<file path="config.mk">
export PLATFORM = sky130hd
export DESIGN_NAME = mac_cascade_loader
export DESIGN_NICKNAME = d
export VERILOG_FILES = /design/src/rtl/mac_cascade_loader.sv
export SDC_FILE = /design/constraint.sdc
export NUM_CORES = 1
export LEC_CHECK = 0
export ABC_AREA = 1
export BUFFER_PORTS_ARGS = -buffer_cell sky130_fd_sc_hd__buf_2
export CAP_MARGIN = 15
export CORE_UTILIZATION = 53
export CTS_BUF_LIST = sky130_fd_sc_hd__clkbuf_8 sky130_fd_sc_hd__clkbuf_16
export DETAILED_ROUTE_END_ITERATION = 16
export HOLD_SLACK_MARGIN = 0.12
export PLACE_DENSITY = 0.78
export REMOVE_ABC_BUFFERS = 1
export SLEW_MARGIN = 10
export SYNTH_ARGS = -nofsm -noshare
export SYNTH_HDL_FRONTEND = slang
export SYNTH_SLANG_ARGS = --single-unit
</file>
<file path="constraint.sdc">
create_clock -name clk -period 2 [get_ports clk]
set_input_delay 0 -clock clk [delete_from_list [all_inputs] [get_ports clk]]
set_output_delay 0 -clock clk [all_outputs]
set_load 0.005 [all_outputs]
</file>
<file path="src/rtl/mac_cascade_loader.sv">
`default_nettype none
// +----------------------------------------------------------------------------+
// | Module   : mac_cascade_loader                                              |
// | Purpose  : Shifts a config image into the MAC serial config chain, then    |
// |            streams W_D*N_UNITS weights into the weight cascade.            |
// | Option   : MAC_CFG_READBACK_EN adds a rotate-and-compare verify pass.      |
// | Revision : 1.0 - initial release                                           |
// +----------------------------------------------------------------------------+
module mac_cascade_loader #(
    parameter int CFG_LEN = 16,
    parameter int W_W     = 8,
    parameter int W_D     = 4,
    parameter int N_UNITS = 4
) (
    input  logic               clk,
    input  logic               reset,
    input  logic               start,
    input  logic [CFG_LEN-1:0] cfg_word,
    input  logic               w_valid,
    input  logic [W_W-1:0]     w_data,
    output logic               w_ready,
    output logic               config_en,
    output logic               config_in,
    input  logic               config_out,
    output logic [W_W-1:0]     W_in,
    output logic               W_en,
    output logic               busy,
    output logic               done,
    output logic               cfg_err
);

    localparam int W_TOTAL = W_D * N_UNITS;
    localparam int CW      = $clog2(W_TOTAL + 1);
    localparam int BW      = $clog2(CFG_LEN + 1);

    localparam logic [BW-1:0] c_BIT_LAST = BW'(CFG_LEN - 1);
    localparam logic [CW-1:0] c_W_LAST   = CW'(W_TOTAL - 1);

    localparam logic [2:0] c_IDLE       = 3'd0;
    localparam logic [2:0] c_CFG_SHIFT  = 3'd1;
`ifdef MAC_CFG_READBACK_EN
    localparam logic [2:0] c_CFG_VERIFY = 3'd2;
`endif
    localparam logic [2:0] c_W_LOAD     = 3'd3;
    localparam logic [2:0] c_DONE       = 3'd4;

    logic [2:0]         r_state;
    logic [BW-1:0]      r_bit_cnt;
    logic [CW-1:0]      r_w_cnt;
    logic [CFG_LEN-1:0] r_shift;
    logic               r_config_in;
    logic               r_config_en;
    logic               r_w_ready;
    logic [W_W-1:0]     r_w_in;
    logic               r_w_en;
    logic               r_busy;
    logic               r_done;
`ifdef MAC_CFG_READBACK_EN
    logic [CFG_LEN-1:0] r_cfg;
    logic               r_verify;
    logic               r_cfg_err;
`endif

    always_ff @(posedge clk) begin
        if (reset) begin
            r_state     <= c_IDLE;
            r_bit_cnt   <= '0;
            r_w_cnt     <= '0;
            r_shift     <= '0;
            r_config_in <= 1'b0;
            r_config_en <= 1'b0;
            r_w_ready   <= 1'b0;
            r_w_in      <= '0;
            r_w_en      <= 1'b0;
            r_busy      <= 1'b0;
            r_done      <= 1'b0;
`ifdef MAC_CFG_READBACK_EN
            r_cfg       <= '0;
            r_verify    <= 1'b0;
            r_cfg_err   <= 1'b0;
`endif
        end else begin
            r_w_en <= 1'b0;
            r_done <= 1'b0;
            case (r_state)
                c_IDLE: begin
                    if (start) begin
                        r_shift     <= cfg_word << 1;
                        r_config_in <= cfg_word[CFG_LEN-1];
                        r_config_en <= 1'b1;
                        r_busy      <= 1'b1;
                        r_bit_cnt   <= '0;
                        r_w_cnt     <= '0;
                        r_state     <= c_CFG_SHIFT;
`ifdef MAC_CFG_READBACK_EN
                        r_cfg       <= cfg_word;
                        r_cfg_err   <= 1'b0;
`endif
                    end
                end
                c_CFG_SHIFT: begin
                    if (r_bit_cnt == c_BIT_LAST) begin
                        r_config_in <= 1'b0;
`ifdef MAC_CFG_READBACK_EN
                        r_bit_cnt   <= '0;
                        r_shift     <= r_cfg;
                        r_verify    <= 1'b1;
                        r_state     <= c_CFG_VERIFY;
`else
                        r_config_en <= 1'b0;
                        r_w_ready   <= 1'b1;
                        r_state     <= c_W_LOAD;
`endif
                    end else begin
                        r_bit_cnt   <= r_bit_cnt + 1'b1;
                        r_config_in <= r_shift[CFG_LEN-1];
                        r_shift     <= r_shift << 1;
                    end
                end
`ifdef MAC_CFG_READBACK_EN
                c_CFG_VERIFY: begin
                    // The tail presents the image MSB first, same order it went in.
                    if (config_out != r_shift[CFG_LEN-1]) begin
                        r_cfg_err <= 1'b1;
                    end
                    r_shift <= r_shift << 1;
                    if (r_bit_cnt == c_BIT_LAST) begin
                        r_verify    <= 1'b0;
                        r_config_en <= 1'b0;
                        r_w_ready   <= 1'b1;
                        r_state     <= c_W_LOAD;
                    end else begin
                        r_bit_cnt <= r_bit_cnt + 1'b1;
                    end
                end
`endif
                c_W_LOAD: begin
                    if (r_w_ready && w_valid) begin
                        r_w_in  <= w_data;
                        r_w_en  <= 1'b1;
                        r_w_cnt <= r_w_cnt + 1'b1;
                        if (r_w_cnt == c_W_LAST) begin
                            r_w_ready <= 1'b0;
                        end
                    end else if (!r_w_ready) begin
                        // This is the cycle carrying the final W_en pulse.
                        r_busy  <= 1'b0;
                        r_done  <= 1'b1;
                        r_state <= c_DONE;
                    end
                end
                c_DONE: begin
                    r_state <= c_IDLE;
                end
                default: begin
                    r_state <= c_IDLE;
                end
            endcase
        end
    end

    assign w_ready   = r_w_ready;
    assign config_en = r_config_en;
    assign W_in      = r_w_in;
    assign W_en      = r_w_en;
    assign busy      = r_busy;
    assign done      = r_done;

`ifdef MAC_CFG_READBACK_EN
    // Rotate: the tail bit is fed straight back into the head during verify.
    assign config_in = r_verify ? config_out : r_config_in;
    assign cfg_err   = r_cfg_err;
`else
    logic w_unused_config_out;
    assign w_unused_config_out = config_out;
    assign config_in = r_config_in;
    assign cfg_err   = 1'b0;
`endif

endmodule
`default_nettype wire

</file>
==> impl_metrics.json <==
{
  "via_per_inst": 4.91,
  "period_needed_ns": 1.74,
  "worst_path_most_repeated_cell": "nor2_1",
  "rows": 22,
  "grt_pass1_vias": 1804,
  "synth_top_family_by_area": "simple AND/OR/NAND/NOR gates",
  "fin_setup_tns_ns": 0,
  "synth-xor-area-share": 0,
  "grt_first_pass_wirelength_um": 8000,
  "drt-total-wl_um": 4440,
  "overflow": 0,
  "synthesis.instances": 278,
  "layout-drive-gt1-share": 0.247,
  "muxShareOfSynthArea": 0,
  "ir_drop_mv": 0.539,
  "worst_clock_skew_ns": 0.00403,
  "drv_cap": 0,
  "fin_crit_sh": 0.871,
  "cts_root_buffer": "clkbuf_8",
  "path_class": "register to register",
  "synth-adder-area-share": 0.0249,
  "crit_path_start_kind": "register",
  "use_met2": 0.414,
  "dp_hpwl_um": 2730,
  "max_freq_ghz": 0.574,
  "htree_levels": 2,
  "antenna_cells": 0,
  "multi_input_area_mm2": 0.00103,
  "cts_setup_buffers": 0,
  "fin_nets": 376,
  "cts_made_buffers": 5,
  "grtUsageMet1": 0.308,
  "io_pins": 44,
  "start_util": 0.549,
  "power_density_mw_per_mm2": 695,
  "worst_ep_arrival_time_ns": 1.94,
  "syn_area_mm2": 0.00201,
  "detail-route-antenna-nets": 0,
  "busiest_layer": "met2",
  "die_area_mm2": 0.00404,
  "leakage_nw": 1.18,
  "rsz0062_at_grt": "no",
  "synth-compound-area-share": 0.131,
  "wl_per_cell_um": 11.3,
  "gr-usage-met3": 0.0652,
  "drt_first_pass_iters": 4,
  "synth_warnings": 0,
  "clk_latency_ns": 0.30,
  "core-area_mm2": 0.00366,
  "cts_tree": "built",
  "slowest_stage": "dfxtp_1",
  "drc": 0,
  "crit_buf_inv": 0,
  "yosysSeqAreaShare": 0.418,
  "end_kind": "register",
  "drtIter0Drc": 101,
  "finalMaxSlewViolations": 0,
  "cp_max_fo": 20,
  "numClockSinks": 42,
  "worst_path_largest_cell_delay_ns": 0.38,
  "die_h_um": 63.6,
  "layout_setup_ws_ns": 0.259,
  "dp_slack_ns": 0.155,
  "avgSynthCellArea_um2": 7.23,
  "antenna_found_initial": 0,
  "fillers": 301,
  "required_ns": 2.20,
  "regArea_um2": 841,
  "setup_viol": 0,
  "path_clk_slew_ns": 0.08,
  "track_usage": 0.254,
  "vias": 1926,
  "status": "finished, final reports clean",
  "ys_seq_elements": 42,
  "gp_congestion": 0.811,
  "yosys.area_share.simple": 0.354,
  "hp-class": "input port to register",
  "path_cells": "ha_1 -> nand2_1 -> nor2_1 -> ha_1 -> nand2_1 -> nand2_4 -> nor2_1 -> nor2_1 -> nor2_1",
  "portBuffers": 41,
  "die_x_um": 63.6,
  "finalNonFillerCells": 392,
  "cts_buffer_depth": 2,
  "placed_cells": 359,
  "grt_max_degree": 28,
  "hold_violations": 0,
  "syn_to_final_growth_pct": 28.4,
  "post-route-util": 0.705,
  "ys_types": 26,
  "crit_family": "simple AND/OR/NAND/NOR gates"
}
Yosys cell counts:
master	count	area [um^2]
nand3_2	2	20.0
o21ai_0	10	50.1
clkbuf_1	3	11.3
a21oi_2	7	61.3
or2_2	1	6.26
nor3_1	2	10.0
inv_2	4	15.0
o21ai_2	2	17.5
ha_1	4	50.1
nand3_1	10	50.1
nor2_1	35	131
buf_2	2	10.0
nor2_4	3	33.8
o21bai_1	1	7.51
nand2_2	11	68.8
a21oi_4	1	16.3
buf_6	4	45.0
conb_1	1	3.75
nor2_2	1	6.26
nand3_4	1	17.5
a21oi_1	22	110
dfxtp_1	42	841
nand2_1	91	342
inv_1	12	45.0
buf_4	2	15.0
nand4_1	4	25.0
worst paths after layout:
kind | start | end | slack, ns | depth (start not counted)
hold reg to reg | r_w_cnt[4]$_SDFFE_PP0P_ | r_w_cnt[4]$_SDFFE_PP0P_ | 0.47 | 2
setup / recovery | r_bit_cnt[0]$_SDFFE_PP0P_ | r_bit_cnt[3]$_SDFFE_PP0P_ | 0.26 | 9
setup reg to reg | r_bit_cnt[0]$_SDFFE_PP0P_ | r_bit_cnt[3]$_SDFFE_PP0P_ | 0.26 | 9
hold / removal | reset | r_shift[2]$_SDFFE_PP0P_ | 0.20 | 3
routing by layer:
metal	routed length, um	vias up
li1	-	1009
met3	197	11
met5	0	-
met2	2140	48
met4	136	0
met1	1970	858
cell usage in the layout (no fill, tap or decap), drive strengths merged:
cell         instances
o21bai               1
ha                   4
nor2                39
nand3               13
clkinv               2
o21ai               12
buf                 44
nand4                4
conb                 1
nor3                 2
a21oi               30
nand2              102
clkbuf               5
bufinv               1
inv                 16
or2                  1
dfxtp               42
dlygate4sd3         25
worst register-to-register path, delay by kind of cell (launching register included):
family | cells | cell delay [ns]
simple gates | 7 | 0.81
fa+ha+maj | 2 | 0.46
flops | 1 | 0.38
where the power goes:
part	switching [mW]	internal, mW	total, mW
clock	0.297	0.367	0.664
sequential	0.0237	0.868	0.892
combinational	0.127	0.110	0.237
stage by stage:
stage	hold slack (ns)	area [um^2]	power (mW)
floorplan	0.0624	1930	1.03
global placement	0.225	2220	1.10
detailed placement	0.235	2220	1.11
CTS	0.190	2570	1.79
global route	0.217	2580	1.87
finish	0.197	2580	1.79
registers in the layout (all words and copies together) (netlist names):
name	cells
W_en	1
W_in	8
busy	1
config_en	1
config_in	1
done	1
r_bit_cnt	5
r_shift	15
r_state	3
r_w_cnt	5
w_ready	1
cells by family (layout without fill, tap and decap cells):
logic type,Yosys count,after routing
simple gates,161,161
compound gates,43,43
flops,42,42
buf+inv,27,93
fa+ha+maj,4,4
other cells,1,1
timing repair:
item / CTS / global route
resized for setup: 0 / 1
endpoints found under the setup margin: 0 / 7
endpoints found under the hold margin: 26 / 0
hold buffers: 25 / 0
final cells by class:
class,count,share of cell area
Sequential cell,42,0.326
Clock buffer,5,0.0267
Clock inverter,3,0.0155
Inverter,16,0.0233
Tap cell,48,0.0233
Multi-Input combinational cell,209,0.400
Timing Repair Buffer,69,0.185
No activity file was read; power rests on OpenSTA's default activity.
